## src/rtl/dsp_mac_pkg.sv

```systemverilog
// Shared constants and lane result bundle for the feedback MAC lanes.
// Build option: DSP_MAC_SATURATE_EN selects clamping instead of wrapping.
package dsp_mac_pkg;

  localparam int DEF_LANES = 2;
  localparam int DEF_A_W   = 10;
  localparam int DEF_B_W   = 9;
  localparam int DEF_OUT_W = 19;
  localparam int DEF_SHIFT = 2;

  // Wide enough for any sensible OUT_W; lanes zero-extend into it.
  localparam int RES_MAX_W = 64;

  typedef struct packed {
    logic [RES_MAX_W-1:0] value;
    logic                 ovf;
  } lane_res_t;

endpackage

```

## src/rtl/dsp_feedback_mac_lanes_if.sv

```systemverilog
// Per-lane operand/result bundle between the top and one MAC lane.
// Build option: none (see DSP_MAC_SATURATE_EN in the lane).
interface dsp_feedback_mac_lanes_if #(
  parameter int A_W = 10,
  parameter int B_W = 9
);
  import dsp_mac_pkg::*;

  logic           vld;
  logic           clr;
  logic           sub;
  logic [A_W-1:0] a;
  logic [B_W-1:0] b;
  lane_res_t      res;

  modport master (
    output vld, clr, sub, a, b,
    input  res
  );

  modport slave (
    input  vld, clr, sub, a, b,
    output res
  );

endinterface

```

## src/rtl/dsp_mac_lane.sv

```systemverilog
// One feedback multiply-accumulate lane with sticky range flag.
// Build option: DSP_MAC_SATURATE_EN clamps instead of wrapping.
module dsp_mac_lane
  import dsp_mac_pkg::*;
#(
  parameter int A_W   = DEF_A_W,
  parameter int B_W   = DEF_B_W,
  parameter int OUT_W = DEF_OUT_W,
  parameter int SHIFT = DEF_SHIFT
) (
  input logic clk_i,
  input logic rst_ni,
  dsp_feedback_mac_lanes_if.slave bus
);

  // Signed width that holds shifted A plus or minus the full product.
  localparam int FW = A_W + SHIFT + A_W + B_W + 2;

  logic [OUT_W-1:0]     acc_q, acc_d;
  logic                 ovf_q, ovf_d;
  logic [A_W+B_W-1:0]   prod;
  logic signed [FW-1:0] base, fb, nxt;
  logic                 rng_err;
  logic [OUT_W-1:0]     val;

  always_comb begin
    prod    = bus.clr ? '0 : (A_W+B_W)'(acc_q[A_W-1:0]) * (A_W+B_W)'(bus.b);
    base    = $signed(FW'(bus.a) << SHIFT);
    fb      = $signed(FW'(prod));
    nxt     = bus.sub ? (base - fb) : (base + fb);
    rng_err = (nxt[FW-1:OUT_W] != '0);
`ifdef DSP_MAC_SATURATE_EN
    if (nxt[FW-1])
      val = '0;
    else if (rng_err)
      val = '1;
    else
      val = nxt[OUT_W-1:0];
`else
    val = nxt[OUT_W-1:0];
`endif
  end

  always_comb begin
    acc_d = acc_q;
    ovf_d = ovf_q;
    if (bus.vld) begin
      acc_d = val;
      ovf_d = rng_err | (ovf_q & ~bus.clr);
    end else if (bus.clr) begin
      acc_d = '0;
      ovf_d = 1'b0;
    end
  end

  always_ff @(posedge clk_i or negedge rst_ni) begin
    if (!rst_ni) begin
      acc_q <= '0;
      ovf_q <= 1'b0;
    end else begin
      acc_q <= acc_d;
      ovf_q <= ovf_d;
    end
  end

  assign bus.res.value = RES_MAX_W'(acc_q);
  assign bus.res.ovf   = ovf_q;

endmodule

```

## src/rtl/dsp_feedback_mac_lanes.sv

```systemverilog
// Multi-lane feedback MAC: lanes plus shared out_valid and beat counter.
// Build option: DSP_MAC_SATURATE_EN clamps lane results instead of wrapping.
module dsp_feedback_mac_lanes
  import dsp_mac_pkg::*;
#(
  parameter int LANES = DEF_LANES,
  parameter int A_W   = DEF_A_W,
  parameter int B_W   = DEF_B_W,
  parameter int OUT_W = DEF_OUT_W,
  parameter int SHIFT = DEF_SHIFT
) (
  input  logic                   clk,
  input  logic                   reset,
  input  logic                   in_valid,
  input  logic [LANES*A_W-1:0]   a,
  input  logic [LANES*B_W-1:0]   b,
  input  logic                   subtract,
  input  logic                   clear,
  output logic [LANES*OUT_W-1:0] z_out,
  output logic                   out_valid,
  output logic [LANES-1:0]       overflow,
  output logic [15:0]            beat_cnt
);

  logic        vld_q, vld_d;
  logic [15:0] cnt_q, cnt_d;

  for (genvar g = 0; g < LANES; g++) begin : g_lane
    dsp_feedback_mac_lanes_if #(.A_W(A_W), .B_W(B_W)) lane_if ();

    assign lane_if.vld = in_valid;
    assign lane_if.clr = clear;
    assign lane_if.sub = subtract;
    assign lane_if.a   = a[g*A_W +: A_W];
    assign lane_if.b   = b[g*B_W +: B_W];

    dsp_mac_lane #(
      .A_W  (A_W),
      .B_W  (B_W),
      .OUT_W(OUT_W),
      .SHIFT(SHIFT)
    ) u_lane (
      .clk_i (clk),
      .rst_ni(reset),
      .bus   (lane_if)
    );

    assign z_out[g*OUT_W +: OUT_W] = lane_if.res.value[OUT_W-1:0];
    assign overflow[g]             = lane_if.res.ovf;

    logic unused_hi;
    assign unused_hi = ^lane_if.res.value[RES_MAX_W-1:OUT_W];
  end

  always_comb begin
    vld_d = in_valid;
    cnt_d = cnt_q;
    if (clear)
      cnt_d = in_valid ? 16'd1 : 16'd0;
    else if (in_valid && cnt_q != 16'hFFFF)
      cnt_d = cnt_q + 16'd1;
  end

  always_ff @(posedge clk or negedge reset) begin
    if (!reset) begin
      vld_q <= 1'b0;
      cnt_q <= '0;
    end else begin
      vld_q <= vld_d;
      cnt_q <= cnt_d;
    end
  end

  assign out_valid = vld_q;
  assign beat_cnt  = cnt_q;

endmodule
```

## config.mk

```make
export PLATFORM = sky130hd
export DESIGN_NAME = dsp_feedback_mac_lanes
export DESIGN_NICKNAME = d
export VERILOG_FILES = /design/src/rtl/dsp_mac_pkg.sv /design/src/rtl/dsp_feedback_mac_lanes_if.sv /design/src/rtl/dsp_mac_lane.sv /design/src/rtl/dsp_feedback_mac_lanes.sv
export SDC_FILE = /design/constraint.sdc
export NUM_CORES = 1
export LEC_CHECK = 0
export CELL_PAD_IN_SITES_DETAIL_PLACEMENT = 1
export CELL_PAD_IN_SITES_GLOBAL_PLACEMENT = 2
export CORE_UTILIZATION = 34
export DETAILED_ROUTE_END_ITERATION = 8
export PLACE_DENSITY = 0.85
export SYNTH_ARGS = -nofsm -noshare
export SYNTH_HDL_FRONTEND = slang
export SYNTH_HIERARCHICAL = 1
export SYNTH_SLANG_ARGS = --single-unit
```

## constraint.sdc

```tcl
create_clock -name clk -period 5.75 [get_ports clk]
set_clock_uncertainty 0.1 [all_clocks]
set_input_delay 0.8625 -clock clk [delete_from_list [all_inputs] [get_ports clk]]
set_output_delay 0.8625 -clock clk [all_outputs]
set_load 0.03 [all_outputs]
```

==> results.cfg <==
[outcome]
status = finished with violations
violations = setup timing

[detailed_routing]
finalWirelength_um = 39100
routedWlPerCell_um = 18.6
drc = 0
post_drt_via_cell_ratio = 5.14
drtAntennaViolNets = 0
vias = 10788
drt_iter0_drc = 421
first_pass_iters = 5

[timing]
period_minus_slack_ps = 6090
drv_slew = 0
relSlewSlack_pct = 39.4
hold_viol_final = 0
fmax_ghz = 0.164
fin_ws_ps = -336
rsz0062_at_grt = yes
finalSetupViolCount = 11
worst_pin_slew_ps = 909
period_share_pct = 106
hold_slack_ps = 410

[placed_design]
post-dp-hpwl_um = 29300
dpl.cell_count = 2044
gp_congestion = 0.849
portBuffers = 99

[grt]
grt_pass1_vias = 12013
grt_overflow = 0
grt_pass1_wl_um = 62000
grt_max_degree = 58
grtUsageTotal_pct = 23.0
antenna_found_initial = 1

[worst_setup_path]
r2r-start = g_lane[0].u_lane/acc_q[7]$_DFFE_PN0P_
setup.worst_path.end_class = register
path_cells = buf_6, buf_8, nand2_4, fa_1, inv_2, fa_1, inv_2, fa_1, fa_1, inv_2, ha_4, nand3_2, o211ai_2, a21o_2, a21oi_4, xnor2_2, nand2_2, buf_6, ha_4, and2b_1, a311o_1, and4bb_1, or3_1, a32o_1
startpoint = b[1]
cp.arrival_ps = 6220
ff2ff_path_depth = 22
critPathRequiredTime_ps = 5890
critPathLaunchType = input pin
slowest_stage = fa_1
crit_path_max_incr_delay_ps = 550
path_class = input pin to register
cp_max_fo = 6
crit_top_cell = fa_1

[clock_tree]
path_clk_slew_ps = 60
cts_root_buffer = clkbuf_16
clock-sinks = 57
clk_latency_ps = 360
clk_path_buf_depth = 2
numCtsBuffers = 9
ctsHoldBuffers = 0
cts_max_level = 3
cts_tree = built

[floorplanning]
num_io_pins = 100
die-area_um2 = 33900
core_area_um2 = 32600
rows = 66
die_x_um = 184
dieHeight_um = 184
start_util_pct = 34.6

[logic_synthesis]
yosys_warnings = 6
synth_area_um2 = 11300
synthCells = 1340
avgSynthCellArea_um2 = 8.41
synth_nets = 1622

[cells_and_area]
drive_above_1_share_pct = 33.0
fin_nets = 1933
num-fill-cells = 3766
synthToLayoutAreaGrowth_pct = 43.4
antenna_cells = 0
finalNonFillerCells = 2098

[min_path]
hp-class = register to register
hold_depth = 2
min_from = g_lane[1].u_lane/acc_q[16]$_DFFE_PN0P_

[flow_run]
maxCapViolCount = 0
==> layout by cell type, fill, tap and decap left out, types with 23 or more instances in the layout <==
master           count
xnor2_1             26
a21oi_1             47
inv_1              183
nand2_2             28
o21ai_0             35
nand3_1             23
nand2_1             97
dfrtp_1             50
ha_1                89
fa_1               108
and2_1             109
clkdlybuf4s50_1     77
nor2_1              51
ha_4                30
buf_4              246
==> worst max-delay path, delay by kind of cell <==
family / cells / cell delay, ps
AO/OA/AOI/OAI: 5 / 1080
XOR/XNOR: 1 / 170
adder cells (fa/ha/maj): 6 / 2610
buffers and inverters: 6 / 470
AND/OR/NAND/NOR: 6 / 1020
==> stage by stage <==
| stage | setup TNS (ps) | instance area [µm²] | util (%) | setup slack (ps) |
|---|---|---|---|---|
| after global routing | -4380 | 16200 | 49.6 | -472 |
| after floorplan | -2740 | 11600 | - | -481 |
| after CTS | -1840 | 15500 | 47.5 | -302 |
| final | -1920 | 16200 | 49.6 | -336 |
| after global placement | -22390 | 14400 | 44.2 | -1140 |
| after detailed placement | -24890 | 14400 | 44.2 | -1230 |
==> flip-flops by register name, summed over array words and instances (netlist names) <==
signal,count
g_lane.u_lane/acc_q,38
beat_cnt,16
g_lane.u_lane/ovf_q,2
out_valid,1
==> metal layers <==
layer	track usage, %	vias up	routed length, µm
met2	42.3	147	20600
met1	28.1	5506	17000
met5	0	-	0
met4	6.20	0	677
li1	-	5087	-
met3	2.61	48	829
==> path summary, 6_finish.rpt <==
path | slack, ps | to
hold / removal | 410 | g_lane[1].u_lane/acc_q[16]$_DFFE_PN0P_
hold reg to reg | 410 | g_lane[1].u_lane/acc_q[16]$_DFFE_PN0P_
setup / recovery | -340 | g_lane[0].u_lane/acc_q[18]$_DFFE_PN0P_
setup reg to reg | -290 | g_lane[0].u_lane/acc_q[18]$_DFFE_PN0P_
min in group asynchronous | 620 | g_lane[0].u_lane/acc_q[1]$_DFFE_PN0P_
max in group asynchronous | 4270 | g_lane[1].u_lane/acc_q[3]$_DFFE_PN0P_
==> final cells by class <==
cell class / count / area, µm² / share of cell area (%)
clock buffers: 10 / 239 / 1.48
clock inverters: 6 / 67.6 / 0.418
well taps: 442 / 553 / 3.42
flip-flops and latches: 57 / 1440 / 8.87
repair buffers: 357 / 3010 / 18.6
inverters: 206 / 778 / 4.81
multi-input cells: 1020 / 10100 / 62.4
==> timing repair <==
action	in CTS	in global routing
pin swaps	89	107
buffers inserted	27	15
resized for setup	206	147
setup endpoints to repair	26	21
Power is not shown: default switching activity piles up to over one toggle a cycle in this logic, so the estimate is an artifact.
